`src/rtl/tx_req_scheduler.sv`:
```
// Transmit request scheduler: arbitrates four TLP requesters (P, NP, two CPL
// sources) against per-type header/data flow-control credits and hands one
// granted TLP at a time to the fragmentation buffer.
// Optional feature macro: TX_SCHED_STRICT_PRIO_EN selects fixed priority
// 2 > 3 > 0 > 1 instead of round-robin (default build is round-robin).
module tx_req_scheduler #(
    parameter int unsigned HDR_CRED_W  = 8,
    parameter int unsigned DATA_CRED_W = 12,
    parameter int unsigned LEN_W       = 10
) (
    input  logic                       clk,
    input  logic                       arst,
    input  logic [3:0]                 req_valid,
    input  logic [4*LEN_W-1:0]         req_len,
    input  logic                       buf_ready,
    input  logic                       xfer_done,
    input  logic                       fc_upd_valid,
    input  logic [1:0]                 fc_upd_type,
    input  logic [HDR_CRED_W-1:0]      fc_upd_hdr,
    input  logic [DATA_CRED_W-1:0]     fc_upd_data,
    output logic [3:0]                 grant,
    output logic                       busy,
    output logic [3*HDR_CRED_W-1:0]    hdr_cred,
    output logic [3*DATA_CRED_W-1:0]   data_cred
);

    localparam int unsigned NREQ   = 4;
    localparam int unsigned NTYPE  = 3;
    localparam int unsigned COST_W = LEN_W + 1;
    localparam int unsigned DCMP_W = (DATA_CRED_W > COST_W) ? DATA_CRED_W : COST_W;
    localparam int unsigned HSUM_W = HDR_CRED_W + 1;
    localparam int unsigned DSUM_W = DCMP_W + 1;
    localparam logic [HDR_CRED_W-1:0]  HDR_MAX  = '1;
    localparam logic [DATA_CRED_W-1:0] DATA_MAX = '1;

    typedef enum logic [1:0] {
        S_IDLE  = 2'd0,
        S_GRANT = 2'd1,
        S_WAIT  = 2'd2
    } state_t;

    // Requester to credit type: both completion sources share the CPL pool.
    function automatic logic [1:0] type_of(input logic [1:0] req);
        return (req == 2'd3) ? 2'd2 : req;
    endfunction

    state_t                  state_q, state_d;
    logic [1:0]              win_q, win_d;
    logic [COST_W-1:0]       cost_q, cost_d;
    logic [3:0]              grant_q, grant_d;
    logic                    busy_q, busy_d;
    logic [HDR_CRED_W-1:0]   hdr_q  [NTYPE];
    logic [HDR_CRED_W-1:0]   hdr_d  [NTYPE];
    logic [DATA_CRED_W-1:0]  data_q [NTYPE];
    logic [DATA_CRED_W-1:0]  data_d [NTYPE];
`ifndef TX_SCHED_STRICT_PRIO_EN
    logic [1:0]              ptr_q, ptr_d;
`endif

    logic [COST_W-1:0]       cost_c [NREQ];
    logic [NREQ-1:0]         elig_c;
    logic                    found_c;
    logic [1:0]              win_c;
    logic [1:0]              idx;
    logic [HSUM_W-1:0]       hsum;
    logic [DSUM_W-1:0]       dsum;

    // Per-requester data cost and eligibility against current credits.
    always_comb begin
        for (int i = 0; i < NREQ; i++) begin
            cost_c[i] = (COST_W'(req_len[i*LEN_W +: LEN_W]) + COST_W'(3)) >> 2;
            elig_c[i] = req_valid[i] && buf_ready
                     && (hdr_q[type_of(2'(i))] != '0)
                     && (DCMP_W'(data_q[type_of(2'(i))]) >= DCMP_W'(cost_c[i]));
        end
    end

    // Winner selection; ineligible requesters are simply skipped.
    always_comb begin
        found_c = 1'b0;
        win_c   = '0;
        idx     = '0;
        for (int k = 0; k < NREQ; k++) begin
`ifdef TX_SCHED_STRICT_PRIO_EN
            // k ^ 2 walks the order 2, 3, 0, 1.
            idx = 2'(k) ^ 2'b10;
`else
            idx = ptr_q + 2'(k);
`endif
            if (!found_c && elig_c[idx]) begin
                found_c = 1'b1;
                win_c   = idx;
            end
        end
    end

    // Next state, winner latch and registered grant/busy.
    always_comb begin
        state_d = state_q;
        win_d   = win_q;
        cost_d  = cost_q;
`ifndef TX_SCHED_STRICT_PRIO_EN
        ptr_d   = ptr_q;
`endif
        unique case (state_q)
            S_IDLE: begin
                if (found_c) begin
                    state_d = S_GRANT;
                    win_d   = win_c;
                    cost_d  = cost_c[win_c];
`ifndef TX_SCHED_STRICT_PRIO_EN
                    ptr_d   = win_c + 2'd1;
`endif
                end
            end
            S_GRANT: state_d = S_WAIT;
            S_WAIT:  if (xfer_done) state_d = S_IDLE;
            default: state_d = S_IDLE;
        endcase
        grant_d = (state_d == S_GRANT) ? (4'b0001 << win_d) : 4'b0000;
        busy_d  = (state_d != S_IDLE);
    end

    // Credit counters: returns and the GRANT-cycle debit combine before saturation.
    always_comb begin
        hsum = '0;
        dsum = '0;
        for (int t = 0; t < NTYPE; t++) begin
            hsum = HSUM_W'(hdr_q[t]);
            dsum = DSUM_W'(data_q[t]);
            if (fc_upd_valid && (fc_upd_type == 2'(t))) begin
                hsum = hsum + HSUM_W'(fc_upd_hdr);
                dsum = dsum + DSUM_W'(fc_upd_data);
            end
            if ((state_q == S_GRANT) && (type_of(win_q) == 2'(t))) begin
                hsum = hsum - HSUM_W'(1);
                dsum = dsum - DSUM_W'(cost_q);
            end
            hdr_d[t]  = (hsum > HSUM_W'(HDR_MAX))  ? HDR_MAX  : hsum[HDR_CRED_W-1:0];
            data_d[t] = (dsum > DSUM_W'(DATA_MAX)) ? DATA_MAX : dsum[DATA_CRED_W-1:0];
        end
    end

    // State and datapath registers; reset abandons any transfer in flight.
    always_ff @(posedge clk or posedge arst) begin
        if (arst) begin
            state_q <= S_IDLE;
            win_q   <= '0;
            cost_q  <= '0;
            grant_q <= '0;
            busy_q  <= 1'b0;
`ifndef TX_SCHED_STRICT_PRIO_EN
            ptr_q   <= '0;
`endif
            for (int t = 0; t < NTYPE; t++) begin
                hdr_q[t]  <= '0;
                data_q[t] <= '0;
            end
        end else begin
            state_q <= state_d;
            win_q   <= win_d;
            cost_q  <= cost_d;
            grant_q <= grant_d;
            busy_q  <= busy_d;
`ifndef TX_SCHED_STRICT_PRIO_EN
            ptr_q   <= ptr_d;
`endif
            for (int t = 0; t < NTYPE; t++) begin
                hdr_q[t]  <= hdr_d[t];
                data_q[t] <= data_d[t];
            end
        end
    end

    // Flatten counters onto the output buses, P / NP / CPL from LSB.
    always_comb begin
        for (int t = 0; t < NTYPE; t++) begin
            hdr_cred[t*HDR_CRED_W +: HDR_CRED_W]    = hdr_q[t];
            data_cred[t*DATA_CRED_W +: DATA_CRED_W] = data_q[t];
        end
    end

    assign grant = grant_q;
    assign busy  = busy_q;

endmodule

```
`config.mk`:
```
export PLATFORM = sky130hd
export DESIGN_NAME = tx_req_scheduler
export DESIGN_NICKNAME = d
export VERILOG_FILES = /design/src/rtl/tx_req_scheduler.sv
export SDC_FILE = /design/constraint.sdc
export NUM_CORES = 1
export LEC_CHECK = 0
export CAP_MARGIN = 40
export CORE_ASPECT_RATIO = 1.2
export CORE_UTILIZATION = 47
export CTS_BUF_LIST = sky130_fd_sc_hd__clkbuf_8
export DETAILED_ROUTE_END_ITERATION = 8
export PLACE_DENSITY = 0.71
export SLEW_MARGIN = 5
export SYNTH_ARGS = -nofsm -noshare
export SYNTH_HDL_FRONTEND = slang
export SYNTH_SLANG_ARGS = --single-unit
```
`constraint.sdc`:
```
create_clock -name clk -period 4.3 [get_ports clk]
set_input_delay 1.075 -clock clk [delete_from_list [all_inputs] [get_ports clk]]
set_output_delay 1.075 -clock clk [all_outputs]
set_load 0.01 [all_outputs]
```
==> impl_metrics.ini <==
[clock_network]
cts_tree = built
cts_hold_buf = 0
cts_root_buffer = clkbuf_8
clkTransAtPathRegs_ns = 0.09
cts_buffers = 9
worstSkewPairLatency_ns = 0.39
cts_max_level = 3
clock_path_buffers = 2
cts_sinks = 80

[placed_design]
portBuffers = 135
gp_congestion = 0.922
placedCellCount = 1752
dpl.hpwl_um = 24600
post-place-ws_ns = -0.784

[final_layout]
seq_area_sq_um = 2000
syn2layout_area_growth_pct = 45.5
instances_no_fill = 1780
fillers = 1598
layout-drive-gt1-share_pct = 24.6
multiInputGateArea_sq_um = 7410
fin_nets = 1720
antennaDiodeCount = 0
utilization_pct = 69.8

[global_route]
grt_max_degree = 38
grt_first_pass_wirelength_um = 47400
grt-ovfl-total = 0
grt_use_total_pct = 30.3
antenna_found_initial = 0
grt_pass1_vias = 9680

[yosys]
synth_warnings = 0
syn_inst = 1136
netlist_area_sq_um = 9340
async_reset_ff_share_pct = 100
synth_area_leaders = dfrtp_1, ha_1, xnor2_1
synth_nets = 1342
synth_edf_count = 0
seq_area_frac_synth_pct = 21.4
synth_top_area_cell = dfrtp_1
synth_flop_cell = dfrtp_1
ys_ff_latch = 80
synth.avg_cell_area_sq_um = 8.22
synth_cell_types = 73
netlist.area_leader.share_pct = 21.4

[worst_setup_path]
worstPathArrival_ns = 4.51
max_stage_delay_ns = 0.49
cp-start-kind = primary input
cp_slowest_cell = clkdlybuf4s50_1
worstPathRequired_ns = 4.58
critPathKind = in2reg
cp_max_fo = 7
end_kind = register
worstPathCellList = clkdlybuf4s50_1 > o21ai_2 > nor2_2 > nand2_2 > nor2_4 > nand2_2 > xor2_2 > ha_1 > a21oi_2 > o21ai_2 > and2_1 > a31o_2 > a222oi_1 > and2_4 > buf_12 > mux2i_1 > a221o_1

[floorplanning]
core_sq_um = 19500
dieArea_sq_um = 20400
rows = 56
die_h_um = 156
die-width_um = 131
num_io_pins = 136
start_util_pct = 48.0

[detailed_routing]
drtPass1Iterations = 6
drt_iter0_markers = 494
num_vias = 10095
post_drt_wl_per_cell_um = 17.5
drc = 0
routed_wl_um = 31100
viasPerCell = 5.67
ant_nets = 0

[sta]
fin_crit_ns = 4.23
fin_crit_sh_pct = 98.3
setup_violations = 0
slew_violations = 0
setup_slack_ns = 0.0739
slew_headroom_pct = 46.9
hold_violations = 0
fmax_ghz = 0.237
worstMarginPinSlew_ns = 0.795
fin_skew_ns = 0.0120
holdWs_ns = 0.542

[run_status]
status = finished clean

[min_path]
hold_class = reg2reg

[pwr]
totalPowerFinal_mw = 9.64
p_leak_nw = 6.31
cellPowerDensity_nw_per_um2 = 710
vdd_ir_drop_max_v = 0.000337

[run]
maxCapViolCount = 0
-- cell usage in the layout, fill, tap and decap left out, types with 6 or more instances in the layout --
cell type,instances
o311ai_0,7
dlymetal6s2s_1,13
nand2_1,126
buf_4,247
o211ai_1,17
o21a_1,24
nor2b_1,13
o21ai_2,8
mux2i_1,33
nor4_1,8
clkdlybuf4s50_1,118
o21bai_1,6
and3_1,12
or3_1,9
a31oi_1,7
xor2_1,32
o21ai_1,18
nor2_1,63
xnor2_1,57
nor3_1,31
nand2b_1,17
a211oi_1,18
clkbuf_8,10
a221o_1,8
nand4_1,9
nand3_2,6
inv_1,52
o31a_1,12
fa_1,7
nor2_2,7
ha_1,120
dfrtp_1,80
nand3_1,36
o21ai_0,64
a21o_1,23
a21oi_1,50
-- synth_stat cells (all sizes together), types with 7 or more instances --
cell type / n
o21a: 25
dfrtp: 80
inv: 54
a31oi: 7
nor3: 33
mux2i: 37
a211oi: 21
buf: 10
a21oi: 57
nor2: 71
a21o: 23
and3: 14
nor4: 11
ha: 126
or4: 7
nor2b: 15
nand2b: 17
xor2: 37
o21ai: 90
a221o: 8
xnor2: 59
nand4: 9
o31ai: 9
or3: 9
o31a: 12
o311ai: 8
clkbuf: 17
fa: 9
o211ai: 17
nand2: 132
nand3: 42
-- worst paths after layout --
| path | to | startpoint | slack [ns] | depth (start not counted) |
|---|---|---|---|---|
| worst max-delay path | cost_q[2] | req_len[0] | 0.07 | 17 |
| worst min-delay path | win_q[0] | win_q[0] | 0.54 | 2 |
| worst max register to register | data_cred[12] | data_cred[12] | 0.59 | 16 |
| worst min register to register | win_q[0] | win_q[0] | 0.54 | 2 |
| max in group asynchronous | data_cred[34] | arst | 2.70 | 3 |
| min in group asynchronous | hdr_cred[12] | arst | 1.01 | 2 |
-- layer usage --
metal / vias to the layer above / GRT usage (%) / part of all wire [%]
met4: 0 / 19.5 / 5.5
met3: 88 / 4.07 / 4.8
met1: 4715 / 34.6 / 40
li1: 4947 / - / -
met2: 345 / 52.6 / 50
met5: - / 0 / 0
-- worst max-delay path, delay by kind of cell --
family	cells	cell delay [ns]
compound gates	6	1.33
simple gates	6	0.87
buf+inv	2	0.64
fa+ha+maj	1	0.32
xor+xnor	1	0.16
mux	1	0.10
-- state kept, by name, indices dropped and copies added, names as in the netlist --
name       flops
cost_q         9
state_q        2
win_q          2
busy           1
ptr_q          2
hdr_cred      24
grant          4
data_cred     36
-- area by class of cell --
class | instances | area share, %
clock buffer | 10 | 1.01
clock inverter | 6 | 0.792
inverter | 54 | 1.50
multi-input combinational | 976 | 54.5
sequential | 80 | 14.7
tap | 261 | 2.40
timing repair buffer | 393 | 25.1
-- through the flow --
stage	area, sq um	setup TNS (ns)
floorplan	9350	0
global placement	12800	-26.61
detailed placement	12800	-30.73
CTS	13200	0
global route	13600	-0.452
finish	13600	0
-- power by group --
part / switching [mW] / total (mW) / internal, mW / leakage [nW]
Sequential: 0.521 / 1.64 / 1.12 / 0.940
Combinational: 3.50 / 7.27 / 3.77 / 5.24
Clock: 0.329 / 0.729 / 0.400 / 0.128
-- kinds of logic after synthesis --
kind of cell             Yosys count  share of synthesized area (%)
AO/OA/AOI/OAI                    315                           22.7
XOR/XNOR                          96                           9.08
adder cells (fa/ha/maj)          135                           18.8
buffers and inverters             81                           3.47
flip-flops                        80                           21.4
multiplexers                      39                           4.21
AND/OR/NAND/NOR                  390                           20.3
-- repair_timing --
action / CTS / global route
buffers inserted: 2 / 7
hold endpoints to repair: 0 / 0
gates resized for setup: 27 / 115
cloned: 1 / 2
pin swaps: 4 / 36
endpoints found under the setup margin: 43 / 51
No activity file was read; power rests on OpenSTA's default activity.
